<file path="config.mk">
export PLATFORM = sky130hd
export DESIGN_NAME = jitdom_decoder_flat
export DESIGN_NICKNAME = d
export VERILOG_FILES = /design/src/rtl/jitdom_decoder_pkg.sv /design/src/rtl/jitdom_decoder_if.sv /design/src/rtl/jitdom_decoder_perm_check.sv /design/src/rtl/jitdom_decoder.sv /design/src/flat_wrapper.sv
export SDC_FILE = /design/constraint.sdc
export NUM_CORES = 1
export LEC_CHECK = 0
export ABC_CLOCK_PERIOD_IN_PS = 4300
export BUFFER_PORTS_ARGS = -buffer_cell sky130_fd_sc_hd__buf_2
export CAP_MARGIN = 20
export CELL_PAD_IN_SITES_DETAIL_PLACEMENT = 1
export CELL_PAD_IN_SITES_GLOBAL_PLACEMENT = 1
export CORE_AREA = 2 2 181 183
export CTS_CLUSTER_DIAMETER = 80
export CTS_CLUSTER_SIZE = 28
export DETAILED_ROUTE_END_ITERATION = 12
export DIE_AREA = 0 0 183 185
export PLACE_DENSITY_LB_ADDON = 0.1
export REMOVE_ABC_BUFFERS = 1
export SYNTH_ARGS = -nofsm -noshare
export SYNTH_HDL_FRONTEND = slang
export SYNTH_SLANG_ARGS = --single-unit
</file>
<file path="constraint.sdc">
create_clock -name clk_i -period 4.3 [get_ports clk_i]
set_input_delay 1.075 -clock clk_i [delete_from_list [all_inputs] [get_ports clk_i]]
set_output_delay 1.075 -clock clk_i [all_outputs]
set_load 0.05 [all_outputs]
</file>
<file path="src/rtl/jitdom_decoder_pkg.sv">
// Shared types for the JIT-domain decoder: domain encoding, op codes, scoreboard entry.
// Latency: n/a (types and constants only).
// Backpressure: n/a.
package jitdom_decoder_pkg;

  // Domain identifiers. As the current domain, DOMI disables checking.
  // As a code domain, DOMI means "DOM0 or DOM1".
  typedef enum logic [1:0] {
    DOM0 = 2'd0,
    DOM1 = 2'd1,
    DOM2 = 2'd2,
    DOMI = 2'd3
  } dmp_domain_t;

  localparam logic [63:0] ILLEGAL_INSTR = 64'd2;

  // Major opcodes handled by this decoder
  localparam logic [6:0] OPC_LOAD   = 7'h03;
  localparam logic [6:0] OPC_STORE  = 7'h23;
  localparam logic [6:0] OPC_LOAD1  = 7'h0B;
  localparam logic [6:0] OPC_STORE1 = 7'h2B;
  localparam logic [6:0] OPC_DOM    = 7'h5B;

  typedef enum logic [4:0] {
    OP_OTHER,
    OP_ILLEGAL,
    OP_LB, OP_LH, OP_LW, OP_LD, OP_LBU, OP_LHU, OP_LWU,
    OP_SB, OP_SH, OP_SW, OP_SD,
    OP_LB1, OP_LH1, OP_LW1, OP_LD1, OP_LST,
    OP_SB1, OP_SH1, OP_SW1, OP_SD1, OP_SST,
    OP_CHDOM, OP_RETDOM
  } op_t;

  typedef struct packed {
    logic [63:0] cause;
    logic [63:0] tval;
    logic        valid;
  } exception_t;

  typedef struct packed {
    logic [63:0] pc;
    op_t         op;
    logic [4:0]  rs1;
    logic [4:0]  rs2;
    logic [4:0]  rd;
    logic [63:0] imm;
    dmp_domain_t code_dom;
    dmp_domain_t data_dom;
    logic        chg_dom;
    exception_t  ex;
  } scoreboard_entry_t;

endpackage

</file>
<file path="src/rtl/jitdom_decoder_if.sv">
// Issue-path bundle between fetch/issue (master) and the domain decoder (slave).
// Latency: decode fields are combinational; violation record is registered.
// Backpressure: none, the decoder accepts every slot.
interface jitdom_decoder_if;
  import jitdom_decoder_pkg::*;

  logic              valid;
  logic [63:0]       pc;
  logic [31:0]       instruction;
  dmp_domain_t       curdom;
  scoreboard_entry_t entry;
  logic              is_control_flow;
  logic              viol_valid;
  logic [63:0]       viol_pc;
  logic [15:0]       viol_cnt;

  modport master (
    output valid, pc, instruction, curdom,
    input  entry, is_control_flow, viol_valid, viol_pc, viol_cnt
  );

  modport slave (
    input  valid, pc, instruction, curdom,
    output entry, is_control_flow, viol_valid, viol_pc, viol_cnt
  );

endinterface

</file>
<file path="src/rtl/jitdom_decoder_perm_check.sv">
// Decides whether the current domain may execute an instruction of a given code domain.
// Latency: combinational.
// Backpressure: none.
module jitdom_perm_check
  import jitdom_decoder_pkg::*;
(
  input  dmp_domain_t curdom,
  input  dmp_domain_t code_dom,
  output logic        allowed
);

  // DOMI as current domain bypasses the check; DOMI as code domain accepts DOM0/DOM1
  always_comb begin
    allowed = 1'b0;
    if (curdom == DOMI) begin
      allowed = 1'b1;
    end else if (code_dom == DOMI) begin
      allowed = (curdom == DOM0) || (curdom == DOM1);
    end else begin
      allowed = (curdom == code_dom);
    end
  end

endmodule

</file>
<file path="src/rtl/jitdom_decoder.sv">
// Domain-aware decoder for loads/stores and JIT-domain custom ops; records last violation.
// Latency: decode is combinational (0 cycles); violation record updates on the next clk_i edge.
// Backpressure: none. Optional counter under JITDOM_VIOL_CNT_EN (saturating 16-bit).
module jitdom_decoder
  import jitdom_decoder_pkg::*;
(
  input  logic              clk_i,
  input  logic              rst_ni,
  jitdom_decoder_if.slave   bus
);

  logic [6:0]        opcode;
  logic [2:0]        funct3;
  op_t               op;
  dmp_domain_t       code_dom;
  dmp_domain_t       data_dom;
  logic              chg_dom;
  logic              enc_illegal;
  logic              is_store;
  logic              allowed;
  logic              ex_valid;
  logic [63:0]       imm;
  scoreboard_entry_t entry;
  logic              capture;
  logic              viol_valid_q;
  logic [63:0]       viol_pc_q;

  assign opcode = bus.instruction[6:0];
  assign funct3 = bus.instruction[14:12];

  // Classify the instruction into op and domain attributes; unknown funct3 is encoding-illegal
  always_comb begin
    op          = OP_OTHER;
    code_dom    = DOMI;
    data_dom    = DOM0;
    chg_dom     = 1'b0;
    enc_illegal = 1'b0;
    case (opcode)
      OPC_LOAD: begin
        case (funct3)
          3'd0:    op = OP_LB;
          3'd1:    op = OP_LH;
          3'd2:    op = OP_LW;
          3'd3:    op = OP_LD;
          3'd4:    op = OP_LBU;
          3'd5:    op = OP_LHU;
          3'd6:    op = OP_LWU;
          default: enc_illegal = 1'b1;
        endcase
      end
      OPC_STORE: begin
        case (funct3)
          3'd0:    op = OP_SB;
          3'd1:    op = OP_SH;
          3'd2:    op = OP_SW;
          3'd3:    op = OP_SD;
          default: enc_illegal = 1'b1;
        endcase
      end
      OPC_LOAD1: begin
        code_dom = DOM1;
        data_dom = DOM1;
        case (funct3)
          3'd0:    op = OP_LB1;
          3'd1:    op = OP_LH1;
          3'd2:    op = OP_LW1;
          3'd3:    op = OP_LD1;
          3'd7: begin
            op       = OP_LST;
            data_dom = DOM2;
          end
          default: enc_illegal = 1'b1;
        endcase
      end
      OPC_STORE1: begin
        code_dom = DOM1;
        data_dom = DOM1;
        case (funct3)
          3'd0:    op = OP_SB1;
          3'd1:    op = OP_SH1;
          3'd2:    op = OP_SW1;
          3'd3:    op = OP_SD1;
          3'd7: begin
            op       = OP_SST;
            data_dom = DOM2;
          end
          default: enc_illegal = 1'b1;
        endcase
      end
      OPC_DOM: begin
        case (funct3)
          3'd1: begin
            op       = OP_CHDOM;
            code_dom = DOM0;
            data_dom = DOM1;
            chg_dom  = 1'b1;
          end
          3'd2: begin
            op       = OP_RETDOM;
            code_dom = DOM1;
            data_dom = DOM0;
            chg_dom  = 1'b1;
          end
          default: enc_illegal = 1'b1;
        endcase
      end
      default: ;
    endcase
    // Encoding-illegal slots fall back to the neutral domain attributes
    if (enc_illegal) begin
      op       = OP_ILLEGAL;
      code_dom = DOMI;
      data_dom = DOM0;
      chg_dom  = 1'b0;
    end
  end

  jitdom_perm_check u_perm_check (
    .curdom   (bus.curdom),
    .code_dom (code_dom),
    .allowed  (allowed)
  );

  assign ex_valid = enc_illegal | ~allowed;
  assign is_store = (opcode == OPC_STORE) || (opcode == OPC_STORE1);
  assign imm      = is_store
                  ? {{52{bus.instruction[31]}}, bus.instruction[31:25], bus.instruction[11:7]}
                  : {{52{bus.instruction[31]}}, bus.instruction[31:20]};

  // Assemble the scoreboard entry; cause/tval stay zero unless an exception is raised
  always_comb begin
    entry          = '0;
    entry.pc       = bus.pc;
    entry.op       = op;
    entry.rs1      = bus.instruction[19:15];
    entry.rs2      = bus.instruction[24:20];
    entry.rd       = bus.instruction[11:7];
    entry.imm      = imm;
    entry.code_dom = code_dom;
    entry.data_dom = data_dom;
    entry.chg_dom  = chg_dom;
    entry.ex.valid = ex_valid;
    if (ex_valid) begin
      entry.ex.cause = ILLEGAL_INSTR;
      entry.ex.tval  = {32'd0, bus.instruction};
    end
  end

  assign bus.entry           = entry;
  assign bus.is_control_flow = (op == OP_CHDOM) || (op == OP_RETDOM);

  assign capture = bus.valid & ex_valid;

  // Keep the PC of the most recent violation on a real issue slot
  always_ff @(posedge clk_i or negedge rst_ni) begin
    if (!rst_ni) begin
      viol_valid_q <= 1'b0;
      viol_pc_q    <= '0;
    end else if (capture) begin
      viol_valid_q <= 1'b1;
      viol_pc_q    <= bus.pc;
    end
  end

  assign bus.viol_valid = viol_valid_q;
  assign bus.viol_pc    = viol_pc_q;

`ifdef JITDOM_VIOL_CNT_EN
  logic [15:0] viol_cnt_q;

  // Count captured violations, holding at all-ones
  always_ff @(posedge clk_i or negedge rst_ni) begin
    if (!rst_ni) begin
      viol_cnt_q <= '0;
    end else if (capture && (viol_cnt_q != 16'hFFFF)) begin
      viol_cnt_q <= viol_cnt_q + 16'd1;
    end
  end

  assign bus.viol_cnt = viol_cnt_q;
`else
  assign bus.viol_cnt = '0;
`endif

endmodule

</file>
<file path="src/flat_wrapper.sv">
// flat-port wrapper written by rule: the top's interface ports become plain ports
module jitdom_decoder_flat import jitdom_decoder_pkg::*;
  (clk_i, rst_ni, bus_valid, bus_pc, bus_instruction, bus_curdom, bus_entry, bus_is_control_flow, bus_viol_valid, bus_viol_pc, bus_viol_cnt);
  jitdom_decoder_if bus_i ();
  input  logic clk_i;
  input  logic rst_ni;
  input wire logic [$bits(bus_i.valid)-1:0] bus_valid;
  input wire logic [$bits(bus_i.pc)-1:0] bus_pc;
  input wire logic [$bits(bus_i.instruction)-1:0] bus_instruction;
  input wire logic [$bits(bus_i.curdom)-1:0] bus_curdom;
  output wire logic [$bits(bus_i.entry)-1:0] bus_entry;
  output wire logic [$bits(bus_i.is_control_flow)-1:0] bus_is_control_flow;
  output wire logic [$bits(bus_i.viol_valid)-1:0] bus_viol_valid;
  output wire logic [$bits(bus_i.viol_pc)-1:0] bus_viol_pc;
  output wire logic [$bits(bus_i.viol_cnt)-1:0] bus_viol_cnt;
  assign bus_i.valid = bus_valid;
  assign bus_i.pc = bus_pc;
  assign bus_i.instruction = bus_instruction;
  assign bus_i.curdom = bus_curdom;
  assign bus_entry = bus_i.entry;
  assign bus_is_control_flow = bus_i.is_control_flow;
  assign bus_viol_valid = bus_i.viol_valid;
  assign bus_viol_pc = bus_i.viol_pc;
  assign bus_viol_cnt = bus_i.viol_cnt;
  jitdom_decoder u_core (.clk_i(clk_i), .rst_ni(rst_ni), .bus(bus_i));
endmodule
</file>
# After elaboration in Yosys (flattened, before gate mapping)
# Index checks and enable logic that the tools add are counted.
dict set report totals {
  ff_bits 65
  input_bits 101
  output_inout_bits 364
  elab_cells 59
}
dict set report classes {
  n_eq_ne 18
  n_mux 26
  n_bitwise 3
  reduce_logical 10
}
# operator n
set op_table {}
lappend op_table {{$pmux 5 s5} 3}
lappend op_table {{$mux 66} 1}
lappend op_table {{$pmux 4 s7} 1}
lappend op_table {{$pmux 4 s4} 1}
lappend op_table {{$eq 7x6->1 const B} 2}
lappend op_table {{$eq 3x3->1 const B} 4}
lappend op_table {{$pmux 2 s2} 3}
lappend op_table {{$eq 5x5->1 const B} 2}
lappend op_table {{$mux 1} 10}
lappend op_table {{$mux 5} 2}
lappend op_table {{$pmux 5 s2} 1}
lappend op_table {{$eq 7x2->1 const B} 1}
lappend op_table {{$eq 7x4->1 const B} 1}
lappend op_table {{$eq 7x7->1 const B} 1}
lappend op_table {{$reduce_or 7->1} 1}
lappend op_table {{$eq 3x2->1 const B} 2}
lappend op_table {{$mux 2} 3}
lappend op_table {{$reduce_or 5->1} 1}
lappend op_table {{$eq 2x2->1 const B} 2}
lappend op_table {{$pmux 1 s4} 1}
lappend op_table {{$reduce_or 2->1} 2}
lappend op_table {{$reduce_or 4->1} 1}
lappend op_table {{$eq 3x1->1 const B} 1}
lappend op_table {{$logic_not 3->1} 1}
lappend op_table {{7 further kinds} 9}

# Longest topological paths before layout
dict set report logic_depth {
  word_depth 11
  depth_mapped 10
  ltp_nobuf 7
}

# By module
# From an unflattened synthesis, not the netlist that was laid out.
dict set report hier_totals {
  cells_unflattened 509
  hier_area_um2 5253.8
}
# mod n_inst cells_per_inst area_per_inst_um2 seq_area_each_um2
set modules_own_cells {}
lappend modules_own_cells {jitdom_decoder 1 504 5220.0 1626.6}
lappend modules_own_cells {jitdom_perm_check 1 5 33.8 0.0}

# Least setup slack after synthesis
# Ideal clock, no wire load.
dict set report synth_path {
  kind {input to output}
  start {in bus_instruction[14]}
  end {out bus_entry[10]}
  t_arrival_ps 3341
  slack_ps -116
  stages 9
  path_buffers 2
  cell_sequence {clkbuf_1 inv_1 ha_1 nor2_1 a32oi_1 nor3_1 nor3_2 clkbuf_1 nor2b_1}
}
dict set report synth_via {
  elab_chain_len 11
  word_cells_on_any_way 27
}
# item line_no
set synth_rtl {}
lappend synth_rtl {{start, declared} flat_wrapper.sv:9} ;# input wire logic [$bits(bus_i.instruction)-1:0] bus_instruction;
lappend synth_rtl {{$eq 3x3->1, or another cell as far along} jitdom_decoder.sv:40} ;# case (funct3)
lappend synth_rtl {{$reduce_or 7->1 (no source line), or another cell as far along} --}
lappend synth_rtl {{$mux 1 (on tied branches)} --}
lappend synth_rtl {{$pmux 1 s4} jitdom_decoder.sv:38} ;# case (opcode)
lappend synth_rtl {{$mux 2} jitdom_decoder.sv:110} ;# if (enc_illegal) begin
lappend synth_rtl {{$eq 2x2->1 (on tied branches)} {jitdom_decoder_perm_check.sv:20, jitdom_decoder_perm_check.sv:17}}
lappend synth_rtl {{$mux 1} jitdom_decoder_perm_check.sv:17} ;# end else if (code_dom == DOMI) begin
lappend synth_rtl {{$mux 1} jitdom_decoder_perm_check.sv:15} ;# if (curdom == DOMI) begin
lappend synth_rtl {{$not 1->1} jitdom_decoder.sv:124} ;# assign ex_valid = enc_illegal | ~allowed;
lappend synth_rtl {{$or 1x1->1 (*)} jitdom_decoder.sv:124}
lappend synth_rtl {{$mux 66 (*)} jitdom_decoder.sv:143} ;# if (ex_valid) begin
lappend synth_rtl {{end, declared} flat_wrapper.sv:11} ;# output wire logic [$bits(bus_i.entry)-1:0] bus_entry;
# Mark *: on every way between the ends. The rest lies on a longest branch, timed or not.

# Final worst setup path
dict set report layout_path {
  start {in bus_instruction[13]}
  end {out bus_entry[66]}
}
# The elaborated chain is that of the path after synthesis.

==> impl_metrics.ini <==
[clocking]
htree_num_levels = 3
cts_buffers = 9
clkSinkCount = 65
post_cts_buffers = 0
cts.repair.resized = 0
worst_setup_hold_path_clk_slew_ns = 0.06
cts.root.buffer_cell = clkbuf_16
clk-insertion-delay-late_ns = 0.33
clock_path_buffers = 2
cts_tree = done

[run]
number_of_max_cap_violations = 0

[detailed_routing]
wirelength_um = 17500
drc = 0
route.vias.total = 3954
first_iter_violations = 99
drtPass1Iterations = 4
ant_nets = 0
vias_per_cell = 3.41
routed_length_per_instance_um = 15.0

[timing]
maxClockFrequency_mhz = 243
timing.final.hold_violations = 0
final_total_negative_setup_slack_ns = 0
finalCriticalPeriod_ns = 4.11
slew_viol_final = 0
timing.final.setup_violations = 0
worstMarginPinSlew_ns = 0.862
final.setup_skew_ns = 0
maxSlewHeadroom_pct = 42.6
fin_crit_sh_pct = 95.7
grt_setup_unrepaired = no

[die]
fp.dieArea_um2 = 33900
die_height_um = 185
start_util_pct = 16.6
site_row_count = 66
io_pins = 465
placeable_core_area_um2 = 32000
dieWidth_um = 183

[grt]
global_route.usage.met1_pct = 9.40
antenna_found_initial = 2
grt_first_pass_wirelength_um = 24400
grt_remaining_overflow = 0
number_of_global_route_vias_before_repair = 3917
busiest_layer = met2
use_met2_pct = 19.1
grtUsageMet3_pct = 2.95
grt_start_max_net_pins = 66
all_layer_global_routing_usage_pct = 9.65

[synth]
sequential_to_total_area_share_from_yosys_stat_pct = 30.6
synthesized_area_divided_by_synthesized_cell_count_um2 = 10.3
synth-seq-cells = 65
synth-edff-count = 0
synth.distinct_cells = 46
syn-instance-count = 514
share_of_flip_flops_with_an_asynchronous_set_or_reset_pct = 100
yosys_most_used_dff = dfrtp_1
synth.yosys.warnings = 0
mappedNetlistArea_um2 = 5310

[critical_path]
critical_path_class = in -> out
critPathRequiredTime_ns = 3.22
worstSetupEndpointType = output pin
start_kind = input port
worst-endpoint-arrival_ns = 3.04
crit_path_max_fanout = 26

[pwr]
netSwitchingFraction_pct = 49.6
switch_pwr_w = 0.00150
power_density_nw_per_um2 = 461
clockPowerShare_pct = 24.2
pwr-share-seq_pct = 25.7
cell_internal_pwr_w = 0.00153
power.static_leakage_nw = 3.62
vdd_ir_drop_max_v = 0.000170
overall_power_after_layout_w = 0.00303
combPwrFrac_pct = 50.1

[place]
detailedPlacementHpwl_um = 14600
gp_congestion = 0.730
post_dp_cell_area_um2 = 6280
dpl.cell_count = 1145
port_buffers = 353

[cells_and_area]
finish.instance_area_um2 = 6570
stdcell_count = 1161
fillers = 3875
fraction_of_layout_cells_with_a_size_suffix_above_1_pct = 60.2
num_antenna_cells = 0
final_core_utilization_pct = 20.5
num-nets-final = 852
layout-area-overhead-vs-synth_pct = 23.8

[min_path]
timing.hold.worst.class = reg -> reg

[run_status]
result_of_the_run = finished, final reports clean
-- through the flow --
step           setup WS (ns)  hold WS, ns
4_1_cts               0.0828        0.466
5_1_grt               0.0283        0.490
2_1_floorplan         -0.366        0.779
3_3_place_gp          -0.352        0.450
3_5_place_dp          0.0866        0.453
6_report               0.186        0.464
-- path summary, 6_finish.rpt --
path / startpoint / end / slack, ns / cells past startpoint
max: bus_instruction[13] / bus_entry[66] / 0.19 / 8
min: u_core.bus.viol_valid$_DFFE_PN0P_ / u_core.bus.viol_valid$_DFFE_PN0P_ / 0.46 / 1
max reg2reg: u_core.bus.viol_pc[22]$_DFFE_PN0P_ / u_core.bus.viol_pc[22]$_DFFE_PN0P_ / 3.50 / 1
min reg2reg: u_core.bus.viol_valid$_DFFE_PN0P_ / u_core.bus.viol_valid$_DFFE_PN0P_ / 0.46 / 1
max in group asynchronous: rst_ni / u_core.bus.viol_pc[40]$_DFFE_PN0P_ / 2.49 / 2
min in group asynchronous: rst_ni / u_core.bus.viol_pc[17]$_DFFE_PN0P_ / 0.86 / 1
-- Yosys cell counts (4+ instances only) --
master	n	share of area, %
buf_4	253	36
buf_8	4	1.1
clkbuf_1	6	0.42
dfrtp_1	65	31
inv_1	5	0.35
mux2_1	20	4.2
mux2_2	5	1.1
mux2_4	44	12
nand2_1	7	0.49
nand3_1	4	0.38
nor2_1	13	0.92
nor2b_1	32	3.8
o21ai_0	6	0.57
-- placed cells by master, fill, tap and decap left out, drive strengths merged, types with 2 or more instances in the layout --
| master | instances |
|---|---|
| a21oi | 2 |
| a22oi | 3 |
| a31oi | 2 |
| and2 | 2 |
| buf | 381 |
| clkbuf | 11 |
| clkinv | 2 |
| clkinvlp | 2 |
| conb | 111 |
| dfrtp | 65 |
| ha | 3 |
| inv | 5 |
| mux2 | 69 |
| nand2 | 7 |
| nand3 | 4 |
| nand4b | 2 |
| nor2 | 13 |
| nor2b | 32 |
| nor3 | 4 |
| o2111ai | 2 |
| o21a | 2 |
| o21ai | 6 |
| or2 | 4 |
| xnor2 | 2 |
-- worst max-delay path, stage by stage --
cell and delay (ns):
buf_2 0.13, nor2_1 0.25, a2111oi_0 0.17, o41a_2 0.49, nor3_4 0.39, buf_16 0.22
inv_1 0.07, buf_2 0.21
-- layer usage --
| metal | vias to the layer above | part of all wire (%) |
|---|---|---|
| met3 | 17 | 10 |
| met4 | 4 | 1.6 |
| met5 | - | 0.19 |
| met1 | 1861 | 34 |
| li1 | 1791 | - |
| met2 | 281 | 54 |
-- power groups by stage --
stage / Combinational [W] / Sequential, W / Clock (W)
3_3_place_gp: 0.00153 / 0.000788 / 0
3_5_place_dp: 0.00153 / 0.000791 / 0
5_1_grt: 0.00158 / 0.000799 / 0.000797
4_1_cts: 0.00153 / 0.000781 / 0.000777
6_report: 0.00152 / 0.000779 / 0.000733
2_1_floorplan: 0.000495 / 0.00119 / 0
-- registers in the layout, indices dropped and copies added (netlist names) --
name and count:
u_core.bus.viol_valid 1, u_core.bus.viol_pc 64
-- timing repair --
item,4_1_cts,5_1_grt
endpoints found under the hold margin,0,0
hold buffers,0,0
setup endpoints to repair,0,23
-- kinds of logic after synthesis --
kind of cell,count (synthesis),synth area share (%)
DFF,65,30.6
AOI/OAI and AO/OA,29,4.29
other,1,0.0706
xor gates and xnor gates,2,0.330
adders and majority gates,3,0.707
muxes,69,17.7
and+or+nand+nor,72,7.87
buffers and inverters,273,38.4
-- layout make-up --
type                    count  area (um2)  share of cell area (%)
repair buffers            381        2050                    31.3
multi-input cells         286        2070                    31.4
inverters                   5        18.8                   0.285
flip-flops and latches     65        1630                    24.7
clock inverters             5        55.1                   0.837
clock buffers              11         243                    3.69
well taps                 408         510                    7.77
Power figures use the tool's default switching activity.
